<file path="src/rtl/div_pkg.sv">
// Shared definitions for the iterative radix-2 restoring divider.
// Holds the mul_div_op bit positions used by the divider, the FSM state type,
// the iteration count and the width of the iteration counter.
package div_pkg;

  // Positions of the divider ops inside the one-hot mul_div_op bus
  localparam int unsigned DIV_W  = 3;
  localparam int unsigned MOD_W  = 4;
  localparam int unsigned DIV_WU = 5;
  localparam int unsigned MOD_WU = 6;

  localparam int unsigned ITER  = 32;
  localparam int unsigned CNT_W = 6;

  typedef enum logic [1:0] {
    IDLE,
    CALC,
    FIX,
    DONE
  } div_state_t;

endpackage

</file>
<file path="src/rtl/div_step.sv">
// One restoring-division iteration (purely combinational).
// Ports:
//   part_hi_i  upper 33 bits of the left-shifted partial remainder
//   divisor_i  divisor magnitude
//   rem_hi_o   new upper partial remainder (difference or restored value)
//   q_bit_o    quotient bit (1 when the trial subtraction is non-negative)
module div_step (
  input  logic [32:0] part_hi_i,
  input  logic [31:0] divisor_i,
  output logic [31:0] rem_hi_o,
  output logic        q_bit_o
);

  logic [32:0] diff;

  // The partial remainder stays below twice the divisor, so bit 32 of the
  // difference is a reliable sign bit.
  assign diff     = part_hi_i - {1'b0, divisor_i};
  assign q_bit_o  = ~diff[32];
  assign rem_hi_o = q_bit_o ? diff[31:0] : part_hi_i[31:0];

endmodule

</file>
<file path="src/rtl/div.sv">
// Iterative radix-2 restoring integer divider for the EX stage.
// Executes div.w / mod.w / div.wu / mod.wu under a start/done handshake.
// Ports:
//   clk, resetn   clock, asynchronous active-low reset
//   mul_div_op    one-hot op bus, bits [6:3] select the divider ops
//   alu_src1/2    dividend / divisor, captured on an accepted start
//   div_start     start request (honoured in IDLE or DONE only)
//   div_cancel    flush; aborts an operation in flight, blocks a start
//   div_busy      high in CALC and FIX
//   div_done      one-cycle pulse in DONE
//   div_result    quotient or remainder, held until the next result
// Build option: DIV_FAST_PATH_EN skips the iteration when the divisor is zero
// or the dividend magnitude is below the divisor magnitude.
module div
#(
  parameter int unsigned DW   = 32,
  parameter int unsigned ITER = 32
) (
  input  logic          clk,
  input  logic          resetn,
  input  logic [9:0]    mul_div_op,
  input  logic [DW-1:0] alu_src1,
  input  logic [DW-1:0] alu_src2,
  input  logic          div_start,
  input  logic          div_cancel,
  output logic          div_busy,
  output logic          div_done,
  output logic [DW-1:0] div_result
);

  import div_pkg::*;

  div_state_t      state_q, state_d;
  logic [CNT_W-1:0] cnt_q, cnt_d;
  logic [2*DW-1:0] rem_q, rem_d;      // {partial remainder, dividend/quotient}
  logic [DW-1:0]   divisor_q, divisor_d;
  logic            q_neg_q, q_neg_d;
  logic            r_neg_q, r_neg_d;
  logic            rem_sel_q, rem_sel_d;
  logic [DW-1:0]   result_q, result_d;

  logic          is_div_op;
  logic          is_signed;
  logic          s1, s2;
  logic [DW-1:0] mag1, mag2;
  logic          start_ok;
  logic [DW-1:0] quo_fix, rem_fix;
  logic [32:0]   step_hi;
  logic [31:0]   step_div;
  logic [31:0]   step_rem;
  logic          step_q;
  logic          unused_op_bits;

  assign unused_op_bits = ^{mul_div_op[9:7], mul_div_op[2:0]};

  assign is_div_op = |mul_div_op[MOD_WU:DIV_W];
  assign is_signed = mul_div_op[DIV_W] | mul_div_op[MOD_W];
  assign s1        = is_signed & alu_src1[DW-1];
  assign s2        = is_signed & alu_src2[DW-1];
  assign mag1      = s1 ? (~alu_src1 + 1'b1) : alu_src1;
  assign mag2      = s2 ? (~alu_src2 + 1'b1) : alu_src2;
  assign start_ok  = div_start & is_div_op & ~div_cancel;

`ifdef DIV_FAST_PATH_EN
  logic div_zero;
  logic fast;

  // Outside CALC the step unit doubles as the |dividend| < |divisor| compare.
  assign step_hi  = (state_q == CALC) ? rem_q[2*DW-1:DW-1] : {1'b0, mag1};
  assign step_div = (state_q == CALC) ? divisor_q : mag2;
  assign div_zero = (mag2 == '0);
  assign fast     = div_zero | ~step_q;
`else
  assign step_hi  = rem_q[2*DW-1:DW-1];
  assign step_div = divisor_q;
`endif

  div_step u_step (
    .part_hi_i (step_hi),
    .divisor_i (step_div),
    .rem_hi_o  (step_rem),
    .q_bit_o   (step_q)
  );

  assign quo_fix = q_neg_q ? (~rem_q[DW-1:0] + 1'b1) : rem_q[DW-1:0];
  assign rem_fix = r_neg_q ? (~rem_q[2*DW-1:DW] + 1'b1) : rem_q[2*DW-1:DW];

  always_comb begin
    state_d   = state_q;
    cnt_d     = cnt_q;
    rem_d     = rem_q;
    divisor_d = divisor_q;
    q_neg_d   = q_neg_q;
    r_neg_d   = r_neg_q;
    rem_sel_d = rem_sel_q;
    result_d  = result_q;

    unique case (state_q)
      IDLE, DONE: begin
        if (state_q == DONE) begin
          state_d = IDLE;
        end
        if (start_ok) begin
          rem_sel_d = mul_div_op[MOD_W] | mul_div_op[MOD_WU];
          q_neg_d   = s1 ^ s2;
          r_neg_d   = s1;
          divisor_d = mag2;
          cnt_d     = '0;
          rem_d     = {{DW{1'b0}}, mag1};
          state_d   = CALC;
`ifdef DIV_FAST_PATH_EN
          if (fast) begin
            // Same values the full iteration would leave behind.
            rem_d   = {mag1, {DW{div_zero}}};
            state_d = FIX;
          end
`endif
        end
      end
      CALC: begin
        if (div_cancel) begin
          state_d = IDLE;
        end else begin
          rem_d = {step_rem, rem_q[DW-2:0], step_q};
          cnt_d = cnt_q + 1'b1;
          if (cnt_q == CNT_W'(ITER - 1)) begin
            state_d = FIX;
          end
        end
      end
      FIX: begin
        if (div_cancel) begin
          state_d = IDLE;
        end else begin
          result_d = rem_sel_q ? rem_fix : quo_fix;
          state_d  = DONE;
        end
      end
      default: state_d = IDLE;
    endcase
  end

  always_ff @(posedge clk or negedge resetn) begin
    if (!resetn) begin
      state_q   <= IDLE;
      cnt_q     <= '0;
      rem_q     <= '0;
      divisor_q <= '0;
      q_neg_q   <= 1'b0;
      r_neg_q   <= 1'b0;
      rem_sel_q <= 1'b0;
      result_q  <= '0;
    end else begin
      state_q   <= state_d;
      cnt_q     <= cnt_d;
      rem_q     <= rem_d;
      divisor_q <= divisor_d;
      q_neg_q   <= q_neg_d;
      r_neg_q   <= r_neg_d;
      rem_sel_q <= rem_sel_d;
      result_q  <= result_d;
    end
  end

  assign div_busy   = (state_q == CALC) || (state_q == FIX);
  assign div_done   = (state_q == DONE);
  assign div_result = result_q;

endmodule
</file>
<file path="config.mk">
export PLATFORM = sky130hd
export DESIGN_NAME = div
export DESIGN_NICKNAME = d
export VERILOG_FILES = /design/src/rtl/div_pkg.sv /design/src/rtl/div_step.sv /design/src/rtl/div.sv
export SDC_FILE = /design/constraint.sdc
export NUM_CORES = 1
export LEC_CHECK = 0
export ABC_CLOCK_PERIOD_IN_PS = 5200
export CAP_MARGIN = 10
export CORE_MARGIN = 3
export CORE_UTILIZATION = 45
export CTS_BUF_LIST = sky130_fd_sc_hd__clkbuf_16
export CTS_CLUSTER_DIAMETER = 80
export DETAILED_ROUTE_END_ITERATION = 7
export PLACE_DENSITY = 0.72
export RECOVER_POWER = 25
export SYNTH_ARGS = -nofsm -noshare
export SYNTH_HDL_FRONTEND = slang
export SYNTH_SLANG_ARGS = --single-unit
</file>
<file path="constraint.sdc">
create_clock -name clk -period 5.2 [get_ports clk]
set_clock_uncertainty 0.1 [all_clocks]
set_input_delay 1.04 -clock clk [delete_from_list [all_inputs] [get_ports clk]]
set_output_delay 1.04 -clock clk [all_outputs]
set_load 0.005 [all_outputs]
</file>
==> flow_summary.toml <==
[floorplan]
core_um2 = 22030
io_pins = 112
die-area_um2 = 24440
die_y_um = 156.3
start_util_pct = 46.17
rows = 54
die_width_um = 156.3

[sta]
max_freq_ghz = 0.2444
slew_headroom_pct = -78.04
worst_pin_slew_ns = 2.671
finalHoldViolCount = 0
fin_crit_ns = 4.091
layout_worst_path_cycle_share_pct = 78.67
grt_setup_unrepaired = "no"
setup_viol = 0
finalSetupTns_ns = 0
drv_slew = 106

[detailed_routing]
via_count = 9487
viasPerCell = 5.750
dr.pass1.iters = 5
remaining_drc_errors = 0
postRouteAntennaNets = 0
drt-initial-drc-count = 629
wl_um = 27180
wl_per_cell_um = 16.47

[outcome]
violations = "max-capacitance violations, max-slew violations"
status = "complete, but fails checks"

[pwr]
ir_drop_mv = 0.2908
leakage_nw = 5.134
power.density_nw_per_um2 = 652.8
p_total_w = 0.007873

[setup_path]
cp.required_ns = 5.38
cp-startpoint = "rem_q[38]"
r2r-start = "rem_q[38]"
cp-end-kind = "flip-flop"
worst_setup_path_start_kind = "flip-flop"
crit_fanout = 41
crit_arrival_ns = 4.27
crit_type = "flip-flop to flip-flop"

[final_layout]
syn_to_final_growth_pct = 18.58
design_area_um2 = 12060
finalNetCount = 1476
final_cell_mix = "o21ai_0 (194), nand2_1 (178), dfrtp_1 (139), a21oi_1 (110), clkdlybuf4s50_1 (104)"
diodes = 0
layout-drive-gt1-share_pct = 4.599
layout_commonest_cell = "o21ai_0"
final_core_util_pct = 54.75

[clocking]
cts_hold_buf = 0
cts_resized = 0
h-tree-depth = 4
cts_root_buf = "clkbuf_16"
clk_pin_slew_ns = 0.06
clk_latency_ns = 0.42
cts_max_path_buffers = 2
cts_sinks = 139
numCtsBuffers = 17
cts_tree = "built"
postCtsSetupBuffers = 0

[yosys]
syn_inst = 1281
synth-seq-area-share_pct = 34.20
synth_area_leaders = "dfrtp_1 (34%), o21ai_0 (9.5%), nand2_1 (6.6%), xnor2_1 (6.1%), xor2_1 (6.0%)"
muxShareOfSynthArea_pct = 1.280
synth_compound_area_share_pct = 24.57
ys_seq_elements = 139
synth_area_um2 = 10170
synth_area_per_cell_um2 = 7.939
synthAdderAreaFrac_pct = 5.118
synth_xor_area_share_pct = 12.14
yosys_warnings = 0
synth_flop_cell = "dfrtp_1"
ys_async_sr_fraction_pct = 100.0
synth_cell_types = 56
yosys.area_share.simple_pct = 18.47
yosysTopAreaCell = "dfrtp_1"
synth-edff-count = 0
synth_top_area_share_pct = 34.20
synth_fp_nets = 1400
synth_top_family_by_area = "compound AO/OA/AOI/OAI gates"

[global_route]
grt_use_total_pct = 22.34
grt_overflow = 0
antenna_found_initial = 0
grt_pass1_vias = 8909
grt_pass1_wl_um = 44740
grt_max_degree = 106

[placement]
numPortBuffers = 105
hpwl_um = 20570
gp_congestion = 0.9114
postPlaceCellArea_um2 = 11500

[run]
maxCapViolations = 1

[hold_path]
hp-start = "divisor_q[13]"
hold_path.class = "flip-flop to flip-flop"
## final timing paths
check                                       to  slack (ns)  cells after the start
max in group asynchronous       div_result[21]        2.06                      1
worst min-delay path             divisor_q[13]        0.38                      2
worst max-delay path                 rem_q[58]        1.11                     10
worst min register to register   divisor_q[13]        0.38                      2
worst max register to register       rem_q[58]        1.11                     10
min in group asynchronous            rem_q[59]        1.29                      1
## report_power, final
part	internal, W	switching, W	leakage [nW]
logic	0.00193	0.00262	3.07
clock network	0.000666	0.000512	0.270
registers	0.00154	0.000604	1.79
## critical path, stage by stage, from the launching register on
cell and delay, ns:
dfrtp_1 0.45, ha_1 0.39, a21oi_1 0.32, nand2_1 0.11, o21ai_0 0.53, a211oi_1 0.24, o31ai_1 0.58, xor2_4 0.28
buf_4 0.41, nand2b_1 0.39, o21ai_0 0.15
## final cells by class
type / instances / area, um^2
fillers: 2068 / 9967
multi-input cells: 1028 / 6299
flip-flops and latches: 139 / 3478
repair buffers: 121 / 1179
clock buffers: 17 / 425.4
well taps: 280 / 350.3
inverters: 50 / 187.7
clock inverters: 15 / 140.1
## through the flow
step | hold WS, ns | setup WS [ns] | instances
floorplan | 0.3498 | 1.897 | 1281
global placement | 0.3599 | 1.063 | 1618
detailed placement | 0.3698 | 0.9190 | 1618
CTS | 0.3848 | 1.150 | 1650
global route | 0.4051 | 0.7548 | 1650
finish | 0.3802 | 1.109 | 1650
## synth_stat cells (3+ instances only)
cell / n
a22o_1: 6
a31oi_1: 6
o21ai_0: 194
mux2i_1: 13
or2_2: 4
or4_4: 3
ha_1: 40
xor2_1: 70
nand2_1: 179
nor2b_1: 9
o21a_1: 4
buf_1: 3
a211oi_1: 9
a21oi_1: 110
xnor2_1: 71
a21o_1: 11
dfrtp_1: 139
o41ai_1: 12
o21bai_1: 3
and3_1: 4
nand3b_1: 4
nor4_1: 12
o22ai_1: 4
or3_1: 19
nand4_1: 5
nand2b_1: 19
and2_1: 5
o31ai_1: 28
nor3_1: 24
or4_1: 10
clkbuf_1: 60
nand3_1: 13
nor2_1: 90
nor3b_1: 3
inv_1: 50
a2111oi_0: 3
a32oi_1: 3
a22oi_1: 8
o221ai_1: 8
## flip-flops by register name, indices dropped and copies added (netlist names)
name and flops:
rem_q 64, div_result 32, divisor_q 32, cnt_q 6, state_q 2, q_neg_q 1, r_neg_q 1, rem_sel_q 1
## logic make-up after synthesis
group / after synthesis
AOI/OAI and AO/OA: 426
and+or+nand+nor: 407
xor gates and xnor gates: 141
DFF: 139
buffers and inverters: 114
adders and majority gates: 41
muxes: 13
## per-layer routing
| layer | up-vias | share of wire [%] | track usage [%] |
|---|---|---|---|
| met3 | 37 | 4.3 | 3.291 |
| met1 | 4497 | 46 | 31.29 |
| met2 | 233 | 48 | 36.36 |
| met4 | 0 | 2.3 | 5.961 |
| li1 | 4720 | - | - |
| met5 | - | 0 | 0 |
Power figures use the tool's default switching activity.
